## config.mk

```make
export PLATFORM = sky130hd
export DESIGN_NAME = pattern_scheduler
export DESIGN_NICKNAME = d
export VERILOG_FILES = /design/src/rtl/pattern_sched_pkg.sv /design/src/rtl/sync_fifo.sv /design/src/rtl/pattern_scheduler.sv
export SDC_FILE = /design/constraint.sdc
export NUM_CORES = 1
export LEC_CHECK = 0
export BUFFER_PORTS_ARGS = -buffer_cell sky130_fd_sc_hd__buf_2
export CAP_MARGIN = 30
export CELL_PAD_IN_SITES_DETAIL_PLACEMENT = 0
export CELL_PAD_IN_SITES_GLOBAL_PLACEMENT = 1
export CORE_AREA = 5 5 230 232
export CTS_BUF_LIST = sky130_fd_sc_hd__clkbuf_16
export DETAILED_ROUTE_END_ITERATION = 10
export DIE_AREA = 0 0 235 237
export PLACE_DENSITY_LB_ADDON = 0.1
export SYNTH_ARGS = -nofsm -noshare
export SYNTH_HDL_FRONTEND = slang
export SYNTH_HIERARCHICAL = 1
export SYNTH_SLANG_ARGS = --single-unit
```

## constraint.sdc

```tcl
create_clock -name clk -period 4.1 [get_ports clk]
set_input_delay 0.41 -clock clk [delete_from_list [all_inputs] [get_ports clk]]
set_output_delay 0.41 -clock clk [all_outputs]
set_load 0.02 [all_outputs]
```

## src/rtl/pattern_sched_pkg.sv

```systemverilog
// Shared constants for the pattern scheduler: FSM encodings, widths, record sizing.
// Latency: n/a (declarations only).
// Backpressure: n/a.
package pattern_sched_pkg;

  // Scheduler FSM encodings (kept as plain constants for older consumers)
  localparam logic [1:0] ST_IDLE = 2'd0;
  localparam logic [1:0] ST_RUN  = 2'd1;
  localparam logic [1:0] ST_DONE = 2'd2;

  // Default field widths of a stimulus record
  localparam int TIME_W_DEF = 32;
  localparam int BIN_W_DEF  = 4;
  localparam int DEC_W_DEF  = 32;
  localparam int HEX_W_DEF  = 32;

  // Stored record width: {time, bin, dec, hex}
  localparam int REC_W = TIME_W_DEF + BIN_W_DEF + DEC_W_DEF + HEX_W_DEF;

  // Width of the saturating dropped-record counter
  localparam int ERR_W = 8;

  // Record width for non-default field widths
  function automatic int rec_width(input int tw, input int bw, input int dw, input int hw);
    return tw + bw + dw + hw;
  endfunction

endpackage

```

## src/rtl/sync_fifo.sv

```systemverilog
// Generic single-clock FIFO with full/empty/count and a synchronous flush.
// Latency: a word written at edge N is visible on rd_dat from cycle N+1 (show-ahead).
// Backpressure: writes while full and reads while empty are ignored; full is the producer's stall.
module sync_fifo #(
  parameter int WIDTH = 8,
  parameter int DEPTH = 4
) (
  input  logic                     clk,
  input  logic                     rst_n,
  input  logic                     flush,
  input  logic                     wr_vld,
  input  logic [WIDTH-1:0]         wr_dat,
  input  logic                     rd_rdy,
  output logic [WIDTH-1:0]         rd_dat,
  output logic                     full,
  output logic                     empty,
  output logic [$clog2(DEPTH):0]   count
);

  localparam int AW = $clog2(DEPTH);

  logic [WIDTH-1:0] mem [DEPTH];
  logic [AW-1:0]    wptr;
  logic [AW-1:0]    rptr;
  logic [AW:0]      cnt;
  logic             do_wr;
  logic             do_rd;

  assign do_wr  = wr_vld && !full;
  assign do_rd  = rd_rdy && !empty;
  assign full   = (cnt == (AW+1)'(DEPTH));
  assign empty  = (cnt == '0);
  assign count  = cnt;
  assign rd_dat = mem[rptr];

  // Pointer and occupancy tracking; depth is a power of two so pointers wrap naturally
  always_ff @(posedge clk) begin
    if (!rst_n || flush) begin
      wptr <= '0;
      rptr <= '0;
      cnt  <= '0;
    end else begin
      if (do_wr) wptr <= wptr + AW'(1);
      if (do_rd) rptr <= rptr + AW'(1);
      case ({do_wr, do_rd})
        2'b10:   cnt <= cnt + (AW+1)'(1);
        2'b01:   cnt <= cnt - (AW+1)'(1);
        default: cnt <= cnt;
      endcase
    end
  end

  // Storage array; contents need no reset since occupancy gates every read
  always_ff @(posedge clk) begin
    if (do_wr) mem[wptr] <= wr_dat;
  end

endmodule

```

## src/rtl/pattern_scheduler.sv

```systemverilog
// Buffers timestamped stimulus records and applies each payload when the cycle counter reaches its time.
// Latency: record at FIFO head from cycle after acceptance; out_* / out_strobe one cycle after head.time <= now.
// Backpressure: rec_ready drops while the FIFO is full or once the final record has been taken.
module pattern_scheduler
  import pattern_sched_pkg::*;
#(
  parameter int TIME_W = TIME_W_DEF,
  parameter int DEPTH  = 4,
  parameter int BIN_W  = BIN_W_DEF,
  parameter int DEC_W  = DEC_W_DEF,
  parameter int HEX_W  = HEX_W_DEF
) (
  input  logic              clk,
  input  logic              rst_n,
  input  logic              start,
  input  logic              rec_valid,
  output logic              rec_ready,
  input  logic              rec_comment,
  input  logic              rec_last,
  input  logic [TIME_W-1:0] rec_time,
  input  logic [BIN_W-1:0]  rec_bin,
  input  logic [DEC_W-1:0]  rec_dec,
  input  logic [HEX_W-1:0]  rec_hex,
  output logic [BIN_W-1:0]  out_bin,
  output logic [DEC_W-1:0]  out_dec,
  output logic [HEX_W-1:0]  out_hex,
  output logic              out_strobe,
  output logic              err_order,
  output logic [ERR_W-1:0]  err_count,
  output logic [TIME_W-1:0] now,
  output logic              busy,
  output logic              done
);

  localparam int RW = rec_width(TIME_W, BIN_W, DEC_W, HEX_W);
  localparam int CW = $clog2(DEPTH) + 1;

  logic [1:0]        state;
  logic              last_seen;
  logic [TIME_W-1:0] last_time;

  logic              fifo_full;
  logic              fifo_empty;
  logic [CW-1:0]     fifo_cnt;
  logic [RW-1:0]     fifo_wr_dat;
  logic [RW-1:0]     head;

  logic [TIME_W-1:0] head_time;
  logic [BIN_W-1:0]  head_bin;
  logic [DEC_W-1:0]  head_dec;
  logic [HEX_W-1:0]  head_hex;

  logic              accept;
  logic              fifo_wr;
  logic              restart;
  logic              go;
  logic              pop;
  logic              head_late;
  logic              drained;

  // Record layout in the FIFO: {time, bin, dec, hex}
  assign fifo_wr_dat = {rec_time, rec_bin, rec_dec, rec_hex};
  assign head_time   = head[RW-1 -: TIME_W];
  assign head_bin    = head[DEC_W+HEX_W +: BIN_W];
  assign head_dec    = head[HEX_W +: DEC_W];
  assign head_hex    = head[HEX_W-1:0];

  // Ready ignores a same-cycle pop so the producer sees a registered-only dependency
  assign rec_ready = rst_n && !fifo_full && !last_seen;
  assign accept    = rec_valid && rec_ready;
  assign fifo_wr   = accept && !rec_comment;

  // start re-arms only from DONE (flush) or launches from IDLE (keeps preloaded records)
  assign restart   = start && (state == ST_DONE);
  assign go        = start && ((state == ST_IDLE) || (state == ST_DONE));

  // One head decision per cycle while running; late-but-ordered records still apply
  assign pop       = (state == ST_RUN) && !fifo_empty && (head_time <= now);
  assign head_late = (head_time < last_time);

  // No writes are possible once last_seen is set, so the FIFO only drains from here
  assign drained   = last_seen && (fifo_empty || ((fifo_cnt == CW'(1)) && pop));

  assign busy = (state == ST_RUN);
  assign done = (state == ST_DONE);

  sync_fifo #(
    .WIDTH (RW),
    .DEPTH (DEPTH)
  ) u_fifo (
    .clk    (clk),
    .rst_n  (rst_n),
    .flush  (restart),
    .wr_vld (fifo_wr),
    .wr_dat (fifo_wr_dat),
    .rd_rdy (pop),
    .rd_dat (head),
    .full   (fifo_full),
    .empty  (fifo_empty),
    .count  (fifo_cnt)
  );

  // Control FSM: IDLE -> RUN on start, RUN -> DONE when the final record has left the FIFO
  always_ff @(posedge clk) begin
    if (!rst_n) begin
      state <= ST_IDLE;
    end else begin
      case (state)
        ST_IDLE: if (start)   state <= ST_RUN;
        ST_RUN:  if (drained) state <= ST_DONE;
        ST_DONE: if (start)   state <= ST_RUN;
        default:              state <= ST_IDLE;
      endcase
    end
  end

  // Cycle-time counter: zero on (re)start, saturating count in RUN, frozen in DONE
  always_ff @(posedge clk) begin
    if (!rst_n) begin
      now <= '0;
    end else if (go) begin
      now <= '0;
    end else if ((state == ST_RUN) && (now != '1)) begin
      now <= now + TIME_W'(1);
    end
  end

  // Remember that the producer has delivered its final record, comment or not
  always_ff @(posedge clk) begin
    if (!rst_n || restart) begin
      last_seen <= 1'b0;
    end else if (accept && rec_last) begin
      last_seen <= 1'b1;
    end
  end

  // Apply or drop the head record, tracking the last applied timestamp and the error tally
  always_ff @(posedge clk) begin
    if (!rst_n) begin
      out_bin    <= '0;
      out_dec    <= '0;
      out_hex    <= '0;
      out_strobe <= 1'b0;
      err_order  <= 1'b0;
      err_count  <= '0;
      last_time  <= '0;
    end else begin
      out_strobe <= 1'b0;
      err_order  <= 1'b0;
      if (restart) begin
        last_time <= '0;
        err_count <= '0;
      end else if (pop) begin
        if (head_late) begin
          err_order <= 1'b1;
          if (err_count != '1) err_count <= err_count + ERR_W'(1);
        end else begin
          out_bin    <= head_bin;
          out_dec    <= head_dec;
          out_hex    <= head_hex;
          out_strobe <= 1'b1;
          last_time  <= head_time;
        end
      end
    end
  end

endmodule

```

# Yosys cells after proc, flatten, opt, wreduce, memory -nomap -nowiden
# Memory sizes are Yosys's and may differ from the RTL's. A register that Yosys moved wholly into a read port is not among the register bits.
# Index checks and enable logic that the tools add are counted.
[totals]
register_bits = 152
latchBits = 0
ramBits = 400
romBits = 0
elab_cells = 79
memories = 1
[op_classes]
n_addsub = 6
mul = 0
div_mod_pow = 0
magnitude_cmp = 2
n_eq_ne = 10
shift = 0
muxes = 10
n_bitwise = 4
reduce_logical = 33
[memory_table]
columns = ["name", "words", "word_bits", "read_ports", "rd_ports_with_merged_regs", "wr", "line", "source"]
rows = [
  ["u_fifo.mem", 4, 100, 1, 1, 1, "sync_fifo.sv:22", "logic [WIDTH-1:0] mem [DEPTH];"],
]
[ops]
columns = ["operator", "n"]
rows = [
  ["$add 32x1->32 const B", 1],
  ["$le 32x32->1", 1],
  ["$lt 32x32->1", 1],
  ["$ne 32x32->1 const B", 1],
  ["$logic_and 1x1->1", 14],
  ["$add 8x1->8 const B", 1],
  ["$mux 2", 4],
  ["$ne 8x8->1 const B", 1],
  ["$pmux 3 s2", 1],
  ["$reduce_and 3->1", 2],
  ["$reduce_or 2->1", 3],
  ["$logic_not 1->1", 5],
  ["$add 2x1->2 const B", 2],
  ["$eq 2x1->1 const B", 2],
  ["$eq 2x2->1 const B", 2],
  ["$mux 1", 4],
  ["$ne 2x1->1 const B", 2],
  ["$not 1->1", 4],
  ["$pmux 2 s2", 1],
  ["$reduce_and 2->1", 2],
  ["$add 3x1->3 const B", 1],
  ["$eq 3x1->1 const B", 1],
  ["$eq 3x3->1 const B", 1],
  ["$logic_not 3->1", 1],
  ["5 further kinds", 7],
]

# Logic depth before layout (Yosys ltp)
[logic_depth]
word_depth = 9
ltp_mapped = 21

# By module
# The synthesis kept the hierarchy.
[by_module_without_submodules]
columns = ["mod", "n_inst", "cells_each", "area_per_inst_um2", "seq_area_each_um2"]
rows = [
  ["sync_fifo", 1, 577, 15006.9, 12191.7],
  ["pattern_scheduler", 1, 933, 7488.4, 2902.8],
]

# Worst setup path after synthesis
# No wires, ideal clock.
[synth_timing]
path_kind = "input port to flip-flop"
startpoint = "in rst_n"
endpoint = "mem u_fifo/mem[0][0] (netlist bit) (enable)"
setup_ps = 470
arrival_time_ps = 4038
t_required_ps = 3630
setup_slack_ps = -408
cell_stages = 8
path_buffers = 1
cell_sequence = "inv_1 clkbuf_1 nor3_1 nand2_1 nor2_1 inv_1 nor2_1 and2_1"
[synth_between]
elab_chain_len = 7
[synth_rtl]
columns = ["item", "line", "source"]
rows = [
  ["start: declaration", "pattern_scheduler.sv:14", "input logic rst_n,"],
  ["$logic_and 1x1->1 (2 in series)", "pattern_scheduler.sv:69", "assign rec_ready = rst_n && !fifo_full && !last_seen;"],
  ["via rec_ready", "pattern_scheduler.sv:17", "output logic rec_ready,"],
  ["$logic_and 1x1->1", "pattern_scheduler.sv:70", "assign accept = rec_valid && rec_ready;"],
  ["$logic_and 1x1->1", "pattern_scheduler.sv:71", "assign fifo_wr = accept && !rec_comment;"],
  ["via fifo_wr", "pattern_scheduler.sv:54", "logic fifo_wr;"],
  ["$logic_and 1x1->1", "sync_fifo.sv:29", "assign do_wr = wr_vld && !full;"],
  ["$mux 1", "sync_fifo.sv:55", "if (do_wr) mem[wptr] <= wr_dat;"],
  ["$mux 1 (not written as such)", "sync_fifo.sv:55", ""],
  ["end: declaration", "sync_fifo.sv:22", ""],
]
# The timed path passes the listed nets, and every way through them passes these cells.

==> run_results.csv <==
group,metric,value,unit
placed_design,dp_cells,2366,
sta,timing.final.crit_period,3.982,ns
die,floorplan.die.width,235,um
worst_setup_path,crit_slowest_cell,"sky130_fd_sc_hd__mux4_2",
logic_synthesis,post_syn_area_per_cell,14.90,um2
grt,number_of_global_route_vias_before_repair,14200,
routing,ant_nets,0,
grt,grt_remaining_overflow,0,
placed_design,placedInstanceArea,0.02452,mm2
logic_synthesis,fraction_of_synthesized_cell_area_in_xor_and_xnor_cells,1.246,%
clocking,cell_chosen_for_the_clock_root,"sky130_fd_sc_hd__clkbuf_16",
sta,report.final.hold_viol_count,0,
clocking,cts_tree,"done",
routing,vias,13750,
finish,num-fill-cells,4249,
die,pin_count,219,
worst_setup_path,timing.critical_path.cells,"buf_12 -> mux4_2 -> ha_4 -> a21oi_2 -> o21ai_1 -> a221o_1 -> o311ai_4 -> nand3_4 -> inv_4 -> o31ai_2 -> inv_1 -> ha_2 -> inv_1 -> fa_2 -> xor2_1 -> or3_1 -> a21oi_2",
die,core_area,0.05078,mm2
clocking,clk-insertion-delay-late,0.61,ns
finish,fin_cells,2564,
worst_setup_path,worst_setup_path_start_kind,"register",
grt,wire_length_of_the_first_global_routing_pass,87.90,mm
routing,drt_iter0_drc,812,
logic_synthesis,adder_cell_share_of_the_synthesized_area,3.982,%
clocking,numCtsBuffers,57,
sta,setup-tns-final,0,ns
worst_setup_path,largest_fanout_of_any_net_on_the_critical_path,10,
worst_setup_path,critPathMaxStageDelay,0.58,ns
placed_design,io_buffers,218,
logic_synthesis,synthesis.instances,1510,
worst_setup_path,critical_path.endpoint_type,"register",
die,initial_utilization,44.30,%
finish,area_growth,21.09,%
logic_synthesis,yosysSeqAreaShare,67.10,%
logic_synthesis,syn_nets,1687,
routing,drt-vias-per-instance,5.363,
sta,worst_slew_pin_slew,1.004,ns
pwr,powerDensity,409.3,mW/mm2
sta,final.period_utilization,97.12,%
logic_synthesis,synth.top_cell.area_share,53.40,%
sta,finalSetupViolations,0,
placed_design,dp_hpwl,36.44,mm
die,die_h,237,um
finish,layout.cells.most_common_list,"sky130_fd_sc_hd__edfxtp_1, sky130_fd_sc_hd__buf_2, sky130_fd_sc_hd__dfxtp_1",
sta,fin_worst_hold_slack,0.03649,ns
finish,finish.net_count,2014,
finish,ff_latch_area,0.01510,mm2
routing,first_pass_iters,5,
die,fp.dieArea,0.05570,mm2
logic_synthesis,syn-cell-area,0.02250,mm2
hold_path,hold_class,"input port to register",
grt,grt_antenna_before_repair,4,
worst_setup_path,path_delay_family,"compound AO/OA/AOI/OAI gates",
logic_synthesis,yosysTopAreaCell,"sky130_fd_sc_hd__edfxtp_1",
routing,wl_per_cell,22.39,um
pwr,total_leakage_power,0.009306,uW
logic_synthesis,ys_seq_elements,554,
worst_setup_path,cp.arrival,4.51,ns
placed_design,gp_routability_congestion,0.8066,
logic_synthesis,synthMuxAreaShare,10.23,%
logic_synthesis,synth.top_cells.by_area,"sky130_fd_sc_hd__edfxtp_1, sky130_fd_sc_hd__dfxtp_1, sky130_fd_sc_hd__mux4_2, sky130_fd_sc_hd__ha_1, sky130_fd_sc_hd__a21oi_1",
clocking,htree_num_levels,2,
sta,slew_violations,0,
finish,layout-drive-gt1-share,25.86,%
finish,finish.instance_area,0.02724,mm2
sta,worst_setup_skew_after_layout,0.02682,ns
logic_synthesis,postSynth.asyncResetShare,0,%
logic_synthesis,largest_family_of_logic_cells_by_synthesized_area,"multiplexers",
logic_synthesis,synth-compound-area-share,6.563,%
worst_setup_path,crit_type,"register to register",
logic_synthesis,post_synth_and_or_nand_nor_area_fraction,7.108,%
logic_synthesis,ys.warnings.count,6,
finish,multi_input_comb_area,0.006778,mm2
logic_synthesis,yosysUniqueCellTypes,58,
clocking,clock_path_buffers,3,
pwr,ir_drop,341.2,uV
clocking,clock_sinks,554,
routing,drt_wl_total,57.40,mm
grt,grt_usage,20.31,%
sta,setup_slack,0.1180,ns
routing,post-route-drc-count,0,
run,drv.max_cap_violation_count,0,
clocking,cts.clk_slew.worst_paths,0.06,ns
worst_setup_path,cp_data_required_time,4.62,ns
worst_setup_path,critical_path_buf_inv_count,4,
outcome,status,"finished, final reports clean",
sta,fmaxAchievable,251.1,MHz
logic_synthesis,synth_edf_count,400,
logic_synthesis,top_ff_cell_synth,"sky130_fd_sc_hd__edfxtp_1",
grt,grt_start_max_net_pins,102,
finish,layout.cells.most_common,"sky130_fd_sc_hd__edfxtp_1",
sta,rsz0062_at_grt,"yes",
die,row_count,83,
sta,worst_slew_margin_rel,33.08,%
placed_design,worst_setup_slack_after_placement,0.03658,ns
[report_power, final]
group          leakage (uW)  internal (uW)  switching (uW)
combinational       0.00355            175             256
sequential          0.00485           6050            16.7
clock              0.000898           2570            2080
[registers in the layout, summed over array words and instances (netlist names), named ones only]
register,flops
u_fifo/mem,400
last_time,32
now,32
out_dec,32
out_hex,32
err_count,8
out_bin,4
u_fifo/count,3
state,2
u_fifo/rptr,2
u_fifo/wptr,2
err_order,1
last_seen,1
out_strobe,1
[timing repair]
action / 4_1_cts / 5_1_grt
hold buffers: 74 / 0
setup endpoints to repair: 1 / 7
gates resized for setup: 3 / 16
pin swaps: 0 / 5
setup buffers: 0 / 17
gates cloned: 0 / 1
endpoints found under the hold margin: 292 / 0
[logic make-up (layout without fill, tap and decap cells)]
group           after synthesis  after routing
buf+inv                     165            538
xor+xnor                     32             32
compound gates              277            277
fa+ha+maj                    71             71
mux                         105            105
other cells                   0              1
simple gates                306            306
flops                       554            554
[Yosys cell counts, drive strengths merged (26+ instances only)]
| cell | n |
|---|---|
| a21oi | 136 |
| buf | 45 |
| clkbuf | 42 |
| dfxtp | 154 |
| edfxtp | 400 |
| ha | 70 |
| inv | 78 |
| mux4 | 100 |
| nand2 | 41 |
| nand3 | 118 |
| nand4 | 26 |
| nor2 | 50 |
| o21ai | 113 |
| xnor2 | 28 |
[worst register-to-register path: stages (launching register included)]
cell	delay, ns
sky130_fd_sc_hd__dfxtp_4	0.44
sky130_fd_sc_hd__buf_12	0.18
sky130_fd_sc_hd__mux4_2	0.59
sky130_fd_sc_hd__ha_4	0.25
sky130_fd_sc_hd__a21oi_2	0.11
sky130_fd_sc_hd__o21ai_1	0.11
sky130_fd_sc_hd__a221o_1	0.35
sky130_fd_sc_hd__o311ai_4	0.35
sky130_fd_sc_hd__nand3_4	0.15
sky130_fd_sc_hd__inv_4	0.09
sky130_fd_sc_hd__o31ai_2	0.06
sky130_fd_sc_hd__inv_1	0.07
sky130_fd_sc_hd__ha_2	0.16
sky130_fd_sc_hd__inv_1	0.05
sky130_fd_sc_hd__fa_2	0.33
sky130_fd_sc_hd__xor2_1	0.15
sky130_fd_sc_hd__or3_1	0.32
sky130_fd_sc_hd__a21oi_2	0.13
[per-stage QoR]
stage               utilization [%]  total power (uW)
floorplan                         -              6358
global placement              48.29              6541
detailed placement            48.29              6553
CTS                           53.11             11290
global route                  53.64             11590
finish                        53.64             11150
[area by class of cell]
| type | count | area share (%) |
|---|---|---|
| flip-flops and latches | 554 | 55.44 |
| multi-input cells | 791 | 24.88 |
| repair buffers | 355 | 9.288 |
| clock buffers | 57 | 5.236 |
| well taps | 680 | 3.123 |
| inverters | 78 | 1.084 |
| clock inverters | 48 | 0.9370 |
| diodes | 1 | 0.009187 |
[final timing paths]
check / startpoint / end / slack (ns) / cells past startpoint
setup / recovery: register / u_fifo/count[2] / 0.12 / 17
hold / removal: rec_time[26] / u_fifo/mem[0][94] / 0.04 / 1
setup reg to reg: register / u_fifo/count[2] / 0.12 / 17
hold reg to reg: last_time[15] / last_time[15] / 0.47 / 2
[routing by layer]
metal  wire, um  global-route usage, %
met4       1201                  4.937
met1      24070                  25.93
met5         13                      0
met2      29410                  36.02
met3       2709                  3.937
Note: power is estimated with default switching activity, not from simulation.
